===== src/rtl/parking_slot_allocator.sv =====
`default_nettype none
// ============================================================================
// Module      : parking_slot_allocator
// Description : Eight-slot car park allocator that grants the lowest free slot
//               on entry, releases a named slot on exit, and drives the barrier.
//               Macro GATE_HOLD_EN enables the GATE hold state and gate_open.
// Revision    : 1.0 - initial release
// ============================================================================
module parking_slot_allocator #(
    parameter int GATE_CYCLES = 4
) (
    input  logic       clk,
    input  logic       rst,
    input  logic       entry_req,
    input  logic       exit_req,
    input  logic [2:0] exit_slot,
    output logic [7:0] Cars,
    output logic [3:0] count,
    output logic       full,
    output logic       empty,
    output logic       entry_ack,
    output logic [2:0] entry_slot,
    output logic       exit_ack,
    output logic       err,
    output logic       gate_open
);

    if (GATE_CYCLES < 1 || GATE_CYCLES > 15) begin : g_gate_cycles_illegal
        $error("parking_slot_allocator: GATE_CYCLES must be within 1..15");
    end

    logic [7:0] r_cars;
    logic [3:0] r_count;
    logic       r_full;
    logic       r_empty;
    logic [2:0] r_entry_slot;
    logic       r_entry_ack;
    logic       r_exit_ack;
    logic       r_err;

    logic [7:0] w_cars_nxt;
    logic [3:0] w_count_nxt;
    logic [2:0] w_slot_nxt;
    logic       w_entry_ack_nxt;
    logic       w_exit_ack_nxt;
    logic       w_err_nxt;
    logic       w_accept;
    logic       w_sample;
    logic [2:0] w_free_idx;

`ifdef GATE_HOLD_EN
    typedef enum logic [0:0] {
        IDLE = 1'b0,
        GATE = 1'b1
    } state_t;

    localparam logic [3:0] c_gate_last = 4'(GATE_CYCLES - 1);

    state_t     r_state;
    state_t     w_state_nxt;
    logic [3:0] r_gate_cnt;
    logic [3:0] w_gate_cnt_nxt;
    logic       r_gate_open;
    logic       w_gate_open_nxt;

    assign w_sample  = (r_state == IDLE);
    assign gate_open = r_gate_open;
`else
    assign w_sample  = 1'b1;
    assign gate_open = 1'b0;
`endif

    // Lowest-index clear slot; only meaningful when not full.
    always_comb begin
        w_free_idx = 3'd0;
        for (int i = 7; i >= 0; i--) begin
            if (!r_cars[i]) begin
                w_free_idx = 3'(i);
            end
        end
    end

    always_comb begin
        w_count_nxt = 4'd0;
        for (int i = 0; i < 8; i++) begin
            w_count_nxt = w_count_nxt + {3'b000, w_cars_nxt[i]};
        end
    end

    // Exit is examined first so it wins over a simultaneous entry.
    always_comb begin
        w_cars_nxt      = r_cars;
        w_slot_nxt      = r_entry_slot;
        w_entry_ack_nxt = 1'b0;
        w_exit_ack_nxt  = 1'b0;
        w_err_nxt       = 1'b0;
        w_accept        = 1'b0;
        if (w_sample) begin
            if (exit_req) begin
                if (r_cars[exit_slot]) begin
                    w_cars_nxt[exit_slot] = 1'b0;
                    w_exit_ack_nxt        = 1'b1;
                    w_accept              = 1'b1;
                end else begin
                    w_err_nxt = 1'b1;
                end
            end else if (entry_req) begin
                if (!r_full) begin
                    w_cars_nxt[w_free_idx] = 1'b1;
                    w_slot_nxt             = w_free_idx;
                    w_entry_ack_nxt        = 1'b1;
                    w_accept               = 1'b1;
                end else begin
                    w_err_nxt = 1'b1;
                end
            end
        end
    end

`ifdef GATE_HOLD_EN
    // The accepting edge loads the hold counter; gate_open drops as GATE exits.
    always_comb begin
        w_state_nxt     = r_state;
        w_gate_cnt_nxt  = r_gate_cnt;
        w_gate_open_nxt = r_gate_open;
        case (r_state)
            IDLE: begin
                if (w_accept) begin
                    w_state_nxt     = GATE;
                    w_gate_cnt_nxt  = c_gate_last;
                    w_gate_open_nxt = 1'b1;
                end
            end
            GATE: begin
                if (r_gate_cnt == 4'd0) begin
                    w_state_nxt     = IDLE;
                    w_gate_open_nxt = 1'b0;
                end else begin
                    w_gate_cnt_nxt = r_gate_cnt - 4'd1;
                end
            end
            default: begin
                w_state_nxt     = IDLE;
                w_gate_open_nxt = 1'b0;
            end
        endcase
    end

    always_ff @(posedge clk) begin
        if (rst) begin
            r_state     <= IDLE;
            r_gate_cnt  <= 4'd0;
            r_gate_open <= 1'b0;
        end else begin
            r_state     <= w_state_nxt;
            r_gate_cnt  <= w_gate_cnt_nxt;
            r_gate_open <= w_gate_open_nxt;
        end
    end
`endif

    always_ff @(posedge clk) begin
        if (rst) begin
            r_cars       <= 8'h00;
            r_count      <= 4'd0;
            r_full       <= 1'b0;
            r_empty      <= 1'b1;
            r_entry_slot <= 3'd0;
            r_entry_ack  <= 1'b0;
            r_exit_ack   <= 1'b0;
            r_err        <= 1'b0;
        end else begin
            r_cars       <= w_cars_nxt;
            r_count      <= w_count_nxt;
            r_full       <= (w_count_nxt == 4'd8);
            r_empty      <= (w_count_nxt == 4'd0);
            r_entry_slot <= w_slot_nxt;
            r_entry_ack  <= w_entry_ack_nxt;
            r_exit_ack   <= w_exit_ack_nxt;
            r_err        <= w_err_nxt;
        end
    end

    assign Cars       = r_cars;
    assign count      = r_count;
    assign full       = r_full;
    assign empty      = r_empty;
    assign entry_slot = r_entry_slot;
    assign entry_ack  = r_entry_ack;
    assign exit_ack   = r_exit_ack;
    assign err        = r_err;

endmodule
`default_nettype wire


===== config.mk =====
export PLATFORM = sky130hd
export DESIGN_NAME = parking_slot_allocator
export DESIGN_NICKNAME = d
export VERILOG_FILES = /design/src/rtl/parking_slot_allocator.sv
export SDC_FILE = /design/constraint.sdc
export NUM_CORES = 1
export LEC_CHECK = 0
export ABC_AREA = 0
export ABC_CLOCK_PERIOD_IN_PS = 7400
export CAP_MARGIN = 40
export CORE_AREA = 2 2 49 51
export CTS_BUF_LIST = sky130_fd_sc_hd__clkbuf_16
export CTS_CLUSTER_SIZE = 12
export DETAILED_ROUTE_END_ITERATION = 8
export DIE_AREA = 0 0 51 53
export PLACE_DENSITY = 0.81
export SLEW_MARGIN = 20
export SYNTH_ARGS = -nofsm -noshare
export SYNTH_HDL_FRONTEND = slang
export SYNTH_SLANG_ARGS = --single-unit

===== constraint.sdc =====
create_clock -name clk -period 7.4 [get_ports clk]
set_clock_uncertainty 0.05 [all_clocks]
set_input_delay 1.85 -clock clk [delete_from_list [all_inputs] [get_ports clk]]
set_output_delay 1.85 -clock clk [all_outputs]
set_load 0.01 [all_outputs]

Word-level counts from Yosys, hierarchy flattened
Cells that the tools add are included.
{"block": "classes", "n_lt_le_gt_ge": 4, "reduce_logical": 6, "n_bitwise": 6, "muxes": 24, "eq_ne": 1, "n_addsub": 7}
{"operator": "$mux 8", "count": 4}
{"operator": "$mux 3", "count": 8}
{"operator": "$add 4x1->4", "count": 4}
{"operator": "$mux 1", "count": 9}
{"operator": "$and 8x8->8", "count": 1}
{"operator": "$lt 3x4->1 const B", "count": 2}
{"operator": "$not 8->8", "count": 1}
{"operator": "$or 8x8->8", "count": 1}
{"operator": "$demux 1 s3", "count": 2}
{"operator": "$ge 3x1->1 const B", "count": 2}
{"operator": "$add 3x1->4", "count": 1}
{"operator": "$eq 4x4->1 const B", "count": 1}
{"operator": "$logic_not 4->1", "count": 1}
{"operator": "$add 2x1->3", "count": 1}
{"operator": "$bmux 1 s3", "count": 1}
{"operator": "$not 1->1", "count": 3}
{"operator": "$reduce_and 3->1", "count": 1}
{"operator": "$reduce_or 3->1", "count": 1}
{"operator": "$add 1x1->2", "count": 1}
{"operator": "$logic_and 1x1->1", "count": 2}
{"operator": "$reduce_or 2->1", "count": 1}
{"block": "word_totals", "ff_bits": 20, "out_inout_bits": 21}

Longest topological paths before layout
Gate-level depths: netlist (run 1).
{"block": "logic_depth", "word_depth": 24, "depth_mapped": 14, "depth_no_buf": 13}

Worst setup path after synthesis (run 1)
OpenSTA, ideal clock, no wires.
{"block": "synth_path", "path_kind": "input -> register", "startpoint": "input port exit_req", "endpoint": "register r_empty (netlist: empty)", "n_path_buf": 1, "stages": 14, "arrival_ns": 5.232, "slack_ns": 2.003, "required_time_ns": 7.235, "setup_ns": 0.115, "cell_sequence": "buf_6 > nor3b_1 > a41oi_1 > a41o_1 > fa_1 > inv_1 > fa_1 > fa_1 > ha_1 > inv_1 > fa_1 > xor2_1 > a31oi_1 > nor2_1"}
{"block": "synth_between", "elab_chain_len": 9}
{"element": "from (decl)", "line": "15", "text": "input logic exit_req,"}
{"element": "$mux 8 *", "line": "99", "text": "if (exit_req) begin"}
{"element": "$add 1x1->2", "line": "86", "text": "w_count_nxt = w_count_nxt + {3'b000, w_cars_nxt[i]};"}
{"element": "$add 2x1->3", "line": "86"}
{"element": "$add 3x1->4", "line": "86"}
{"element": "$add 4x1->4 (3 in series)", "line": "86"}
{"element": "$add 4x1->4 *", "line": "86"}
{"element": "$logic_not 4->1 *", "line": "176", "text": "r_empty <= (w_count_nxt == 4'd0);"}
{"element": "to (signal assigned)", "line": "176"}
{"element": "to (decl)", "line": "35", "text": "logic r_empty;"}
Mark *: on every way between the ends. The rest lies on a longest branch, timed or not.
A chain may end at the register's enable or synchronous reset.

Worst setup path after layout (run 1)
Ends and elaborated chain as after synthesis.

==> results of run 1 <==
==> power groups by stage <==
stage	registers (mW)	logic [mW]	clock network [mW]
6_report	0.112	0.0271	0.146
4_1_cts	0.112	0.0271	0.149
3_5_place_dp	0.114	0.0266	0
3_3_place_gp	0.114	0.0258	0
5_1_grt	0.112	0.0295	0.155
2_1_floorplan	0.115	0.0147	0
==> sequential cells by signal, summed over array words and instances, names as in the netlist <==
signal and flops:
err 1, count 4, entry_slot 3, entry_ack 1, Cars 8, empty 1, exit_ack 1, full 1
==> final cells by class <==
class	instances	area (um2)
clock inverter	1	30.0
multi-input combinational	87	607
sequential	20	400
tap	28	35.0
inverter	7	26.3
fill	176	714
timing repair buffer	26	260
clock buffer	3	75.1
==> final timing paths <==
kind / from / end / slack (ps) / depth (start not counted)
hold / removal: entry_slot[0]$_SDFFE_PP0P_ / entry_slot[0]$_SDFFE_PP0P_ / 410 / 2
hold reg to reg: entry_slot[0]$_SDFFE_PP0P_ / entry_slot[0]$_SDFFE_PP0P_ / 410 / 2
setup / recovery: exit_req / empty$_SDFF_PP1_ / 1410 / 14
setup reg to reg: full$_SDFF_PP0_ / empty$_SDFF_PP1_ / 3250 / 13
==> cell usage after synthesis (all sizes together) (2+ instances only) <==
cell / number / share of area
ha: 3 / 0.035
dfxtp: 20 / 0.38
a31o: 2 / 0.016
nand2: 12 / 0.042
or3b: 2 / 0.019
nand2b: 3 / 0.018
nand3: 3 / 0.014
a22oi: 2 / 0.014
nor3: 2 / 0.020
fa: 4 / 0.075
clkbuf: 3 / 0.011
buf: 2 / 0.018
mux4: 2 / 0.042
a31oi: 3 / 0.018
inv: 7 / 0.025
o21ai: 8 / 0.038
nor2b: 3 / 0.018
a21oi: 9 / 0.042
nor2: 14 / 0.049
or2: 2 / 0.012
==> worst max-delay path, cell delays in order <==
cell	delay (ps)
clkdlybuf4s50_1	550
nor3b_1	590
a41oi_1	220
a41o_1	280
fa_1	510
inv_1	60
fa_1	480
fa_1	530
ha_1	170
inv_1	60
fa_1	370
xor2_1	170
a31oi_1	190
nor2_1	60
==> cell families after synthesis <==
kind of cell | after synthesis | share of synthesized area
XOR/XNOR | 1 | 0.00824
AO/OA/AOI/OAI | 30 | 0.180
adder cells (fa/ha/maj) | 7 | 0.111
other | 1 | 0.00353
AND/OR/NAND/NOR | 46 | 0.226
flip-flops | 20 | 0.376
multiplexers | 2 | 0.0423
buffers and inverters | 12 | 0.0529
==> metal layers <==
metal  wire length [um]  global-route usage  up-vias
met1               1030               0.250      475
met3                126              0.0282        9
met4                 87               0.153        0
li1                   -                   -      469
met5                  0                   0        -
met2               1300               0.355       48
==> metrics by stage <==
| step | cell area [um2] | util | hold slack [ps] |
|---|---|---|---|
| 6_report | 1430 | 0.667 | 407 |
| 5_1_grt | 1430 | 0.667 | 434 |
| 3_3_place_gp | 1330 | 0.619 | 395 |
| 2_1_floorplan | 1060 | - | 426 |
| 4_1_cts | 1430 | 0.667 | 412 |
| 3_5_place_dp | 1330 | 0.619 | 408 |
==> impl_metrics.toml, run 1 <==
[status]
outcome = "complete, no violations"

[power_and_ir_drop]
clkPwrFrac = 0.512
sequentialPowerShare = 0.393
total_leakage_power_nw = 0.555
switching_power_mw = 0.0554
intPower_mw = 0.230
ir_drop_mv = 0.121
combPwrFrac = 0.095
p_per_area_nw_per_um2 = 199
sw_frac_of_total = 0.194
power.total_mw = 0.286

[grt]
grt_pass1_vias = 923
grt.overflow.total = 0
grt_max_degree = 22
grt_pass1_wl_um = 4140
track_usage = 0.213
antenna_found_initial = 0

[timing]
hold_violations = 0
setup-violations-final = 0
setup_tns_ps = 0
finalWorstSetupSlack_ps = 1410
fmax_mhz = 167
tightestPinTransition_ps = 741
slew_violations = 0
finalCritPeriodShare = 0.809
final.min_clock_period_ps = 5990
grt_setup_unrepaired = "no"
slew_headroom = 0.505

[critical_path]
start_kind = "primary input"
worst_ep_arrival_time_ps = 6080
cp.required_ps = 7490
path_class = "primary input to flop"
crit_fanout = 9
worst_setup_path_end_kind = "flop"

[yosys]
yosysUniqueCellTypes = 36
yosys_register_bits = 20
synthFlopType = "dfxtp_1"
syn_area_per_cell_um2 = 8.94
syn-num-nets = 133
netlist_instances = 119
seq_area_frac_synth = 0.376
synth_area_um2 = 1060
ys.warnings.count = 0
async_flop_share = 0
synth_edf_count = 0

[layout]
mostFrequentLayoutCells = "26 x clkdlybuf4s50_1, 20 x dfxtp_1, 14 x nor2_1, 12 x nand2_1, 9 x a21oi_1"
syn2layout_area_growth_pct = 34.8
final_nets = 159
fin_cells = 172
layout_commonest_cell = "clkdlybuf4s50_1"
num_antenna_cells = 0
drive_gt1_frac = 0.0972

[cts]
clock_latency_ps = 250
cts_buffers = 3
cts_root_buf = "clkbuf_16"
cts_resized = 0
cts_max_path_buffers = 2
post_cts_buffers = 0
hold_buffers = 0
clk_pin_slew_worst_paths_ps = 50
numClockSinks = 20
cts_tree = "built"
cts_max_level = 1

[routing]
drtAntennaViolNets = 0
drt_iter0_drc = 37
routed_wl_um = 2550
drc = 0
num_vias = 1001
drt-wirelength-per-cell_um = 14.8
drt-vias-per-instance = 5.82
first_pass_iters = 4

[die]
dieArea_um2 = 2700
num_io_pins = 28
core-area_um2 = 2150
initial_core_util = 0.495
core.rowCount = 17
die_x_um = 51
die_h_um = 53

[placement]
finalWeightedCongestion = 0.894
portBuffers = 26
dp_hpwl_um = 1840
pre_cts_ws_ps = 1270
dp.cells = 168

[hold_path]
min_path_type = "flop to flop"

[run]
maxCapViolations = 0
No activity file was read; power rests on OpenSTA's default activity.
==> run 2, diff against run 1 <==
- ABC_CLOCK_PERIOD_IN_PS: 7400 -> 5700
- CORE_AREA: 2 2 49 51 -> 2 2 51 53
- DIE_AREA: 0 0 51 53 -> 0 0 53 55
- PLACE_DENSITY: 0.81 -> 0.75
- clock period: 7.4 -> 5.7 ns (I/O delays scaled with it)
==> impl_metrics.toml, run 2 (synthesized netlist as in run 1, its figures left out) <==
[critical_path]
critPathSlowestCell = "clkdlybuf4s50_1"
critPathBufInv = 3
crit_fanout = 9
start_kind = "primary input"
cpMostUsedCell = "fa_1"
r2r_start = "full$_SDFF_PP0_"
path_class = "primary input to flop"
cpPeakStageDelay_ps = 540
cp-startpoint = "exit_req"
worst_setup_path_end_kind = "flop"
cp_top_family = "adder cells"
cp.required_ps = 5840
worstPathCellList = "clkdlybuf4s50_1 -> nor3b_1 -> a41oi_1 -> a41o_1 -> fa_1 -> inv_1 -> fa_1 -> fa_1 -> ha_1 -> inv_1 -> fa_1 -> xor2_1 -> a31oi_1 -> nor2_1"
worst_ep_arrival_time_ps = 5360

[routing]
first_pass_iters = 4
num_vias = 982
drt_iter0_drc = 28
drt-wirelength-per-cell_um = 13.7
drtAntennaViolNets = 0
drc = 0
drt-vias-per-instance = 5.61
routed_wl_um = 2390

[grt]
grt.overflow.total = 0
use_met1 = 0.245
track_usage = 0.187
grt_pass1_vias = 901
gr-usage-met3 = 0.0269
top_usage_layer = "met2"
grt_pass1_wl_um = 4000
grt_max_degree = 22
antenna_found_initial = 0
use_met2 = 0.308

[layout]
multi_input_area_um2 = 607
syn2layout_area_growth_pct = 35.8
ff_latch_area_um2 = 400
fin_cells = 175
nFillCells = 204
layout_commonest_cell = "clkdlybuf4s50_1"
mostFrequentLayoutCells = "26 x clkdlybuf4s50_1, 20 x dfxtp_1, 14 x nor2_1, 12 x nand2_1, 9 x a21oi_1"
num_antenna_cells = 0
post-route-util = 0.611
largest_reg_flops = 8
drive_gt1_frac = 0.103
final_nets = 160
finalInstanceArea_um2 = 1440

[die]
die_x_um = 53
die_h_um = 55
core-area_um2 = 2360
num_io_pins = 28
initial_core_util = 0.450
dieArea_um2 = 2920
core.rowCount = 18

[timing]
slew_violations = 0
finalCritPeriodShare = 0.916
whs_ps = 402
slew_headroom = 0.501
finalWorstSetupSlack_ps = 479
setup-violations-final = 0
final.min_clock_period_ps = 5220
hold_violations = 0
grt_setup_unrepaired = "no"
fmax_mhz = 192
tightestPinTransition_ps = 747
setup_tns_ps = 0

[placement]
dp.cells = 171
placed_area_um2 = 1340
finalWeightedCongestion = 0.857
portBuffers = 26
pre_cts_ws_ps = 237
dp_hpwl_um = 1760

[cts]
cts_max_level = 1
clk_pin_slew_worst_paths_ps = 60
cts_buffers = 3
numClockSinks = 20
cts_tree = "built"
clock_latency_ps = 250
hold_buffers = 0
cts_max_path_buffers = 2
cts_resized = 0
post_cts_buffers = 0
cts_root_buf = "clkbuf_16"

[run]
maxCapViolations = 0

[hold_path]
hp-start = "entry_slot[1]$_SDFFE_PP0P_"
min_path_type = "flop to flop"

[power_and_ir_drop]
ir_drop_mv = 0.169
p_per_area_nw_per_um2 = 258
power.total_mw = 0.373
total_leakage_power_nw = 0.560

[status]
outcome = "complete, no violations"
-- run 2: changes by cell type in the layout (fill, tap and decap cells not counted) --
cell,previous run,this run
buf_4,0,1
-- run 2: layout make-up --
type / instances / share of cell area
well taps: 30 / 0.0260
repair buffers: 27 / 0.185
clock inverters: 1 / 0.0208
inverters: 7 / 0.0182
multi-input cells: 87 / 0.420
flip-flops and latches: 20 / 0.277
clock buffers: 3 / 0.0520
-- run 2: per-layer routing --
metal	vias up	wire length, um
met4	0	53
met1	471	1040
met5	-	0
met3	6	109
li1	469	-
met2	36	1190
-- run 2: path summary, 6_finish.rpt --
path,cells after the start,endpoint,slack [ps]
max,14,empty$_SDFF_PP1_,480
min,2,entry_slot[1]$_SDFFE_PP0P_,400
max reg2reg,13,empty$_SDFF_PP1_,1890
min reg2reg,2,entry_slot[1]$_SDFFE_PP0P_,400
-- run 2: worst register-to-register path: cells and delay by family, from the launching register on --
family                     cells  cell delay, ps
xor gates and xnor gates       1             240
and+or+nand+nor                2             390
buffers and inverters          2             110
AOI/OAI and AO/OA              3             560
adders and majority gates      5            2070
DFF                            1             340
-- run 2: where the power goes --
part	switching [mW]	total (mW)	internal, mW
registers	0.00243	0.146	0.143
clock network	0.0528	0.192	0.139
logic	0.0183	0.0351	0.0169
==> run 3, diff against run 2 <==
--- a/constraint.sdc
+++ b/constraint.sdc
@@ -3,3 +3,3 @@
 set_input_delay 1.425 -clock clk [delete_from_list [all_inputs] [get_ports clk]]
 set_output_delay 1.425 -clock clk [all_outputs]
-set_load 0.01 [all_outputs]
+set_load 0.02 [all_outputs]
==> results of run 3 <==
The final DEF is identical to that of run 2. Status: complete, no violations.
Main changes from that run: total power 0.373 mW -> 0.375 mW; worst IR drop on VDD 0.169 mV -> 0.170 mV
